**src/rtl/call_ret_unit_if.sv**
```systemverilog
// Bundle between the decoder/stack side and the call/return unit.
// The master side drives requests and the stack's top-of-stack value.
// The slave side (the unit) drives the stack strobes, the redirect and status.
interface call_ret_unit_if #(
    parameter int WIDTH = 16,
    parameter int DEPTH = 256
);
    localparam int DW = $clog2(DEPTH) + 1;

    logic             call;
    logic             ret;
    logic [WIDTH-1:0] pc;
    logic [WIDTH-1:0] target;
    logic [WIDTH-1:0] stk_top;
    logic [WIDTH-1:0] stk_data;
    logic             stk_push;
    logic             stk_pop;
    logic             redir_valid;
    logic [WIDTH-1:0] redir_pc;
    logic             busy;
    logic [DW-1:0]    depth;
    logic [1:0]       err;

    modport master (
        output call, ret, pc, target, stk_top,
        input  stk_data, stk_push, stk_pop, redir_valid, redir_pc, busy, depth, err
    );

    modport slave (
        input  call, ret, pc, target, stk_top,
        output stk_data, stk_push, stk_pop, redir_valid, redir_pc, busy, depth, err
    );
endinterface

```
**src/rtl/call_ret_unit.sv**
```systemverilog
// Call/return sequencer: turns decoder call/ret requests into one-cycle
// push/pop strobes for an external return stack, tracks how full that stack
// is, and emits a fixed-latency fetch redirect. Overflow and underflow park
// the unit in a terminal error state until reset.
module call_ret_unit #(
    parameter int WIDTH = 16,
    parameter int DEPTH = 256
) (
    input  logic           clk,
    input  logic           reset,
    call_ret_unit_if.slave bus
);
    localparam int DW = $clog2(DEPTH) + 1;
    localparam logic [DW-1:0] FULL = DW'(DEPTH);

    typedef enum logic [2:0] {
        IDLE,
        PUSH,
        POP,
        REDIR,
        ERR
    } state_t;

    state_t           state;
    logic [WIDTH-1:0] addrLatch;
    logic [DW-1:0]    depthCount;
    logic [WIDTH-1:0] stkDataReg;
    logic             stkPushReg;
    logic             stkPopReg;
    logic             redirValidReg;
    logic [WIDTH-1:0] redirPcReg;
    logic             busyReg;
    logic [1:0]       errReg;

    // Sequencer: every output is a register updated alongside the state, so
    // nothing reaches the outputs combinationally from the request inputs.
    always_ff @(posedge clk or posedge reset) begin
        if (reset) begin
            state         <= IDLE;
            addrLatch     <= '0;
            depthCount    <= '0;
            stkDataReg    <= '0;
            stkPushReg    <= 1'b0;
            stkPopReg     <= 1'b0;
            redirValidReg <= 1'b0;
            redirPcReg    <= '0;
            busyReg       <= 1'b0;
            errReg        <= 2'b00;
        end else begin
            case (state)
                IDLE: begin
                    if (bus.call) begin
                        busyReg <= 1'b1;
                        if (depthCount == FULL) begin
                            errReg <= 2'b01;
                            state  <= ERR;
                        end else begin
                            stkPushReg <= 1'b1;
                            stkDataReg <= bus.pc + WIDTH'(1);
                            addrLatch  <= bus.target;
                            state      <= PUSH;
                        end
                    end else if (bus.ret) begin
                        busyReg <= 1'b1;
                        if (depthCount == '0) begin
                            errReg <= 2'b10;
                            state  <= ERR;
                        end else begin
                            stkPopReg <= 1'b1;
                            addrLatch <= bus.stk_top;
                            state     <= POP;
                        end
                    end
                end
                PUSH: begin
                    stkPushReg    <= 1'b0;
                    depthCount    <= depthCount + DW'(1);
                    redirPcReg    <= addrLatch;
                    redirValidReg <= 1'b1;
                    state         <= REDIR;
                end
                POP: begin
                    stkPopReg     <= 1'b0;
                    depthCount    <= depthCount - DW'(1);
                    redirPcReg    <= addrLatch;
                    redirValidReg <= 1'b1;
                    state         <= REDIR;
                end
                REDIR: begin
                    redirValidReg <= 1'b0;
                    busyReg       <= 1'b0;
                    state         <= IDLE;
                end
                ERR: begin
                    stkPushReg    <= 1'b0;
                    stkPopReg     <= 1'b0;
                    redirValidReg <= 1'b0;
                    busyReg       <= 1'b1;
                end
                default: begin
                    state <= IDLE;
                end
            endcase
        end
    end

    assign bus.stk_data    = stkDataReg;
    assign bus.stk_push    = stkPushReg;
    assign bus.stk_pop     = stkPopReg;
    assign bus.redir_valid = redirValidReg;
    assign bus.redir_pc    = redirPcReg;
    assign bus.busy        = busyReg;
    assign bus.depth       = depthCount;
    assign bus.err         = errReg;
endmodule
```
**src/flat_wrapper.sv**
```systemverilog
// flat-port wrapper written by rule: the top's interface ports become plain ports
module call_ret_unit_flat 
#(
    parameter int WIDTH = 16,
    parameter int DEPTH = 256
)
  (clk, reset, bus_call, bus_ret, bus_pc, bus_target, bus_stk_top, bus_stk_data, bus_stk_push, bus_stk_pop, bus_redir_valid, bus_redir_pc, bus_busy, bus_depth, bus_err);
  call_ret_unit_if #(.WIDTH(WIDTH), .DEPTH(DEPTH)) bus_i ();
  input  logic clk;
  input  logic reset;
  input wire logic [$bits(bus_i.call)-1:0] bus_call;
  input wire logic [$bits(bus_i.ret)-1:0] bus_ret;
  input wire logic [$bits(bus_i.pc)-1:0] bus_pc;
  input wire logic [$bits(bus_i.target)-1:0] bus_target;
  input wire logic [$bits(bus_i.stk_top)-1:0] bus_stk_top;
  output wire logic [$bits(bus_i.stk_data)-1:0] bus_stk_data;
  output wire logic [$bits(bus_i.stk_push)-1:0] bus_stk_push;
  output wire logic [$bits(bus_i.stk_pop)-1:0] bus_stk_pop;
  output wire logic [$bits(bus_i.redir_valid)-1:0] bus_redir_valid;
  output wire logic [$bits(bus_i.redir_pc)-1:0] bus_redir_pc;
  output wire logic [$bits(bus_i.busy)-1:0] bus_busy;
  output wire logic [$bits(bus_i.depth)-1:0] bus_depth;
  output wire logic [$bits(bus_i.err)-1:0] bus_err;
  assign bus_i.call = bus_call;
  assign bus_i.ret = bus_ret;
  assign bus_i.pc = bus_pc;
  assign bus_i.target = bus_target;
  assign bus_i.stk_top = bus_stk_top;
  assign bus_stk_data = bus_i.stk_data;
  assign bus_stk_push = bus_i.stk_push;
  assign bus_stk_pop = bus_i.stk_pop;
  assign bus_redir_valid = bus_i.redir_valid;
  assign bus_redir_pc = bus_i.redir_pc;
  assign bus_busy = bus_i.busy;
  assign bus_depth = bus_i.depth;
  assign bus_err = bus_i.err;
  call_ret_unit #(.WIDTH(WIDTH), .DEPTH(DEPTH)) u_core (.clk(clk), .reset(reset), .bus(bus_i));
endmodule
```
**config.mk**
```make
export PLATFORM = sky130hd
export DESIGN_NAME = call_ret_unit_flat
export DESIGN_NICKNAME = d
export VERILOG_FILES = /design/src/rtl/call_ret_unit_if.sv /design/src/rtl/call_ret_unit.sv /design/src/flat_wrapper.sv
export SDC_FILE = /design/constraint.sdc
export NUM_CORES = 1
export LEC_CHECK = 0
export BUFFER_PORTS_ARGS = -buffer_cell sky130_fd_sc_hd__buf_4
export CAP_MARGIN = 20
export CORE_MARGIN = 2
export CORE_UTILIZATION = 54
export CTS_BUF_LIST = sky130_fd_sc_hd__clkbuf_8
export DETAILED_ROUTE_END_ITERATION = 10
export PLACE_DENSITY = 0.9
export SETUP_SLACK_MARGIN = 0.05
export SYNTH_ARGS = -nofsm -noshare
export SYNTH_HDL_FRONTEND = slang
export SYNTH_SLANG_ARGS = --single-unit
```
**constraint.sdc**
```tcl
create_clock -name clk -period 3 [get_ports clk]
set_clock_uncertainty 0.1 [all_clocks]
set_input_delay 0.6 -clock clk [delete_from_list [all_inputs] [get_ports clk]]
set_output_delay 0.6 -clock clk [all_outputs]
set_load 0.01 [all_outputs]
```
**Word-level counts from Yosys, hierarchy flattened**

Cells that the tools add are included.

- Logic and storage cells: 74
- Bits in registers: 66

- Reductions and logical operators: 20
- Bitwise operators: 2
- Muxes and demuxes: 25
- Add/subtract/negate cells: 3
- Eq/ne operators: 14

Operators by type and width:

| cell | count |
|---|---|
| $mux 16 | 4 |
| $pmux 9 s2 | 1 |
| $add 16x1->16 const B | 1 |
| $ne 2x2->1 const B | 7 |
| $mux 3 | 4 |
| $reduce_and 4->1 | 3 |
| $reduce_bool 2->1 | 6 |
| $add 9x1->9 const B | 1 |
| $eq 9x9->1 const B | 1 |
| $logic_not 9->1 | 1 |
| $pmux 3 s3 | 1 |
| $sub 9x1->9 const B | 1 |
| $mux 2 | 4 |
| $reduce_or 2->1 | 4 |
| $mux 1 | 7 |
| $eq 3x2->1 const B | 2 |
| $pmux 1 s2 | 3 |
| $reduce_and 3->1 | 2 |
| $reduce_and 2->1 | 2 |
| $eq 3x1->1 const B | 1 |
| $eq 3x3->1 const B | 1 |
| $logic_not 3->1 | 1 |
| $ne 3x3->1 const B | 1 |
| $pmux 1 s3 | 1 |
| 3 further kinds | 4 |

**Longest topological paths before layout**

- Depth after elaboration: 5
- Mapped depth: 11
- Mapped depth without buffers: 9

**Worst setup path before layout**

Ideal clock, no wire load.

- Path kind: register to register
- Start: reg u_core.state[2]
- End: reg u_core.depthCount[8], in the netlist u_core.bus.depth[8]
- Buffers on the path: 2
- Cell stages (with the launch flop): 12
- Path slack: 366 ps
- Library setup time: 79 ps
- Period minus slack after synthesis: 2634 ps
- Arrival: 2455 ps
- Path through: dfrtp_1 -> buf_2 -> inv_1 -> nand2_1 -> nor2_1 -> ha_1 -> clkbuf_1 -> a21oi_1 -> a21boi_0 -> or4_1 -> a21oi_1 -> xor2_1

- Cells in the longest elaborated chain, start to end: 2

Ends and longest elaborated chain:

| element | line | source |
|---|---|---|
| from (decl) | call_ret_unit.sv:24 | `state_t state;` |
| from (signal assigned) | call_ret_unit.sv:39 | `state <= IDLE;` |
| from (signal assigned) | call_ret_unit.sv:56 | `state <= ERR;` |
| from (signal assigned) | call_ret_unit.sv:61 | `state <= PUSH;` |
| $eq 3x2->1 or $eq 3x1->1 (tied branches) | call_ret_unit.sv:50 | `case (state)` |
| $pmux 9 s2 or $reduce_bool 2->1 (tied branches) | -- |  |
| to (signal assigned) | call_ret_unit.sv:77 | `depthCount <= depthCount + DW'(1);` |
| to (signal assigned) | call_ret_unit.sv:84 | `depthCount <= depthCount - DW'(1);` |
| to (decl) | call_ret_unit.sv:26 | `logic [DW-1:0] depthCount;` |

Several ways; a longest one is shown, not always the timed one.
A chain may end at the register's enable or synchronous reset.

**Worst setup path after layout**

- Start: reg u_core.state[1]
- End: reg u_core.depthCount[8], in the netlist u_core.bus.depth[8]

The elaborated chain is that of the path after synthesis.

==> results.yml <==
critical_path:
  crit_type: "flip-flop to flip-flop"
  cp-end-kind: "flip-flop"
  path_delay_family: "simple AND/OR/NAND/NOR gates"
  reg2reg_to: "u_core.bus.depth[8]$_DFFE_PP0P_"
  r2r_slack_ns: 0.39
  critPathLaunch: "u_core.state[1]$_DFFE_PP0P_"
  r2r-start: "u_core.state[1]$_DFFE_PP0P_"
  crit_required_ns: 3.16
  cpMostUsedCell: "a21oi_1"
  critical-path-slowest-cell: "dfrtp_1"
  cp-endpoint: "u_core.bus.depth[8]$_DFFE_PP0P_"
  reg2reg_depth: 8
  cp.depth: 8
  critPathBufInv: 0
  worstSetupStartpointType: "flip-flop"
  crit_arrival_ns: 2.77
  path_cells: "nand2_1 > nor2_2 > ha_1 > a21oi_1 > a21oi_1 > or4_1 > a21oi_1 > xor2_1"
  cp_max_fo: 8
  cpPeakStageDelay_ns: 0.46
yosys:
  syn_avg_cell_area_sq_um: 10.31
  ys_ff_latch: 66
  synth.top_cell.area_share_pct: 48.67
  yosys-top-cells-count: "dfrtp_1, nand2_1, a21oi_1"
  synth_edf_count: 0
  synth_cell_types: 43
  syn-num-nets: 390
  syn-cell-area_sq_um: 3393
  synth_area_leaders: "dfrtp_1, mux2_2, nand2_1"
  syn_inst: 329
  yosysSeqAreaShare_pct: 48.67
  synthFlopType: "dfrtp_1"
  synth_top_area_cell: "dfrtp_1"
  yosysWarnings: 0
  synthArstFlopShare_pct: 100.0
timing:
  slew_headroom_pct: 57.97
  tightestPinTransition_ns: 0.6257
  fmax_ghz: 0.3839
  finalMaxSlewViolations: 0
  fin_tns_setup_ns: 0
  min_period_ns: 2.605
  finalSetupViolCount: 0
  hold_viol: 0
  rsz0062_at_grt: "no"
  min_period_over_period_pct: 86.84
  fin_ws_ns: 0.3949
pwr:
  pwr-share-seq_pct: 35.2
  power.internal_w: 0.002889
  swShare_pct: 39.33
  leakage_nw: 2.127
  power.share.clock_pct: 14.3
  power_w: 0.004761
  comb_power_share_pct: 50.4
  ir_drop_v: 0.0005865
  pwr_density_cell_nw_per_um2: 1086
  p_switching_w: 0.001872
grt:
  grt_pass1_vias: 2798
  grt_max_degree: 41
  overflow: 0
  grt_pass1_wl_microns: 12810
  antenna_found_initial: 0
  track_usage_pct: 22.95
place:
  place.gp.congestion: 0.8686
  portBuffers: 98
  pre_cts_slack_ns: 0.2495
  place_hpwl_microns: 5579
die:
  core_sq_um: 5991
  io_pins: 99
  rows: 28
  fp.dieW_microns: 83.27
  initial_core_util_pct: 56.64
  dieArea_sq_um: 6934
  die_h_microns: 83.27
drt:
  antenna_left: 0
  drtPass1Iterations: 4
  routedWlPerCell_microns: 15.11
  drc: 0
  drt-initial-drc-count: 99
  vias_per_cell: 5.491
  wirelength_microns: 7693
  vias: 2795
layout:
  syn2layout_area_growth_pct: 29.20
  drive_above_1_share_pct: 38.25
  antennaDiodeCount: 0
  fin_nets: 490
cts:
  hold_buffers: 0
  cts.sink_count: 66
  cts_setup_buffers: 0
  cts_made_buffers: 9
  cts_max_level: 3
  cts_resized: 0
  cts.clk_slew.worst_paths_ns: 0.08
  clk_path_buf_depth: 2
  cts_tree: "built"
  cts_root_buffer: "clkbuf_8"
  clock_latency_ns: 0.35
hold_path:
  holdCritPathClass: "input port to asynchronous set/reset pin"
job:
  max_cap_violations: 0
status:
  status: "completed"
==> cell type report <==
cell class	count	area, sq um
tap	75	93.84
timing repair buffer	105	800.8
clock inverter	4	17.52
clock buffer	12	165.2
multi-input combinational	239	1625
fill	424	1607
inverter	8	30.03
sequential	66	1652
==> power groups by stage <==
stage	sequential [W]	combinational [W]	clock, W
floorplan	0.00174	0.00146	0
global placement	0.00166	0.00230	0
detailed placement	0.00168	0.00239	0
CTS	0.00167	0.00241	0.000692
global route	0.00174	0.00264	0.000727
finish	0.00168	0.00240	0.000681
==> metal layers <==
metal	track usage [%]	routed length (microns)	vias to the layer above
met5	0	0	-
met4	9.240	117	0
met3	6.461	544	14
met2	38.34	3917	100
met1	28.07	3113	1363
li1	-	-	1318
==> cell families (layout without fill, tap and decap cells) <==
kind of cell	Yosys count	count (layout)	share of synthesized area (%)
and+or+nand+nor	126	126	17.48
AOI/OAI and AO/OA	46	46	7.854
adders and majority gates	9	9	3.540
buffers and inverters	24	129	3.724
DFF	66	66	48.67
xor gates and xnor gates	21	21	5.420
muxes	37	37	13.31
==> worst reg2reg max path, stage by stage, from the launching register on <==
cell and delay (ns):
dfrtp_1 0.46, nand2_1 0.14, nor2_2 0.34, ha_1 0.35, a21oi_1 0.22, a21oi_1 0.12
or4_1 0.46, a21oi_1 0.19, xor2_1 0.15
==> registers in the layout, indices dropped and copies added (netlist names) <==
name and cells:
u_core.addrLatch 16, u_core.bus.redir_pc 16, u_core.bus.stk_data 16, u_core.bus.depth 9
u_core.state 3, u_core.bus.err 2, u_core.bus.busy 1, u_core.bus.redir_valid 1
u_core.bus.stk_pop 1, u_core.bus.stk_push 1
==> how the worst min path moves through the flow <==
stage                                startpoint                             endpoint  slack, ns  depth (start not counted)
3_5_place_dp    u_core.addrLatch[2]$_DFFE_PP0P_   u_core.bus.redir_pc[2]$_DFFE_PP0P_       0.36                          2
5_1_grt                                   reset   u_core.bus.stk_data[5]$_DFFE_PP0P_       0.26                          2
2_1_floorplan  u_core.addrLatch[15]$_DFFE_PP0P_  u_core.bus.redir_pc[15]$_DFFE_PP0P_       0.33                          2
3_3_place_gp    u_core.addrLatch[3]$_DFFE_PP0P_   u_core.bus.redir_pc[3]$_DFFE_PP0P_       0.34                          2
6_report                                  reset   u_core.bus.stk_data[0]$_DFFE_PP0P_       0.21                          2
4_1_cts                                   reset   u_core.bus.stk_data[5]$_DFFE_PP0P_       0.23                          2
==> stage by stage <==
stage	hold slack, ns	util, %	std cells	instance area (sq um)
floorplan	0.3331	-	329	3393
global placement	0.3446	70.09	493	4199
detailed placement	0.3575	70.09	493	4199
CTS	0.2317	73.14	509	4382
global route	0.2574	73.18	509	4384
finish	0.2117	73.18	509	4384
==> placed cells by master, fill, tap and decap left out, drive strengths merged <==
cell type  count
mux2          35
xor2          12
and3           2
or2            1
a21o           3
nand4          5
nand3b         2
o21ai          6
nor3           4
dfrtp         66
and4           2
xnor2          9
a22oi          1
clkinv         2
a21boi         3
nand2         67
nand3          9
nand2b         4
mux2i          2
o21bai         1
o31ai          1
or4            3
or3            1
ha             8
a31oi          1
fa             1
inv           10
nor2          23
clkbuf        12
buf          105
nor3b          2
o311ai         2
a21oi         27
a311oi         1
nand4b         1
Power figures use the tool's default switching activity.
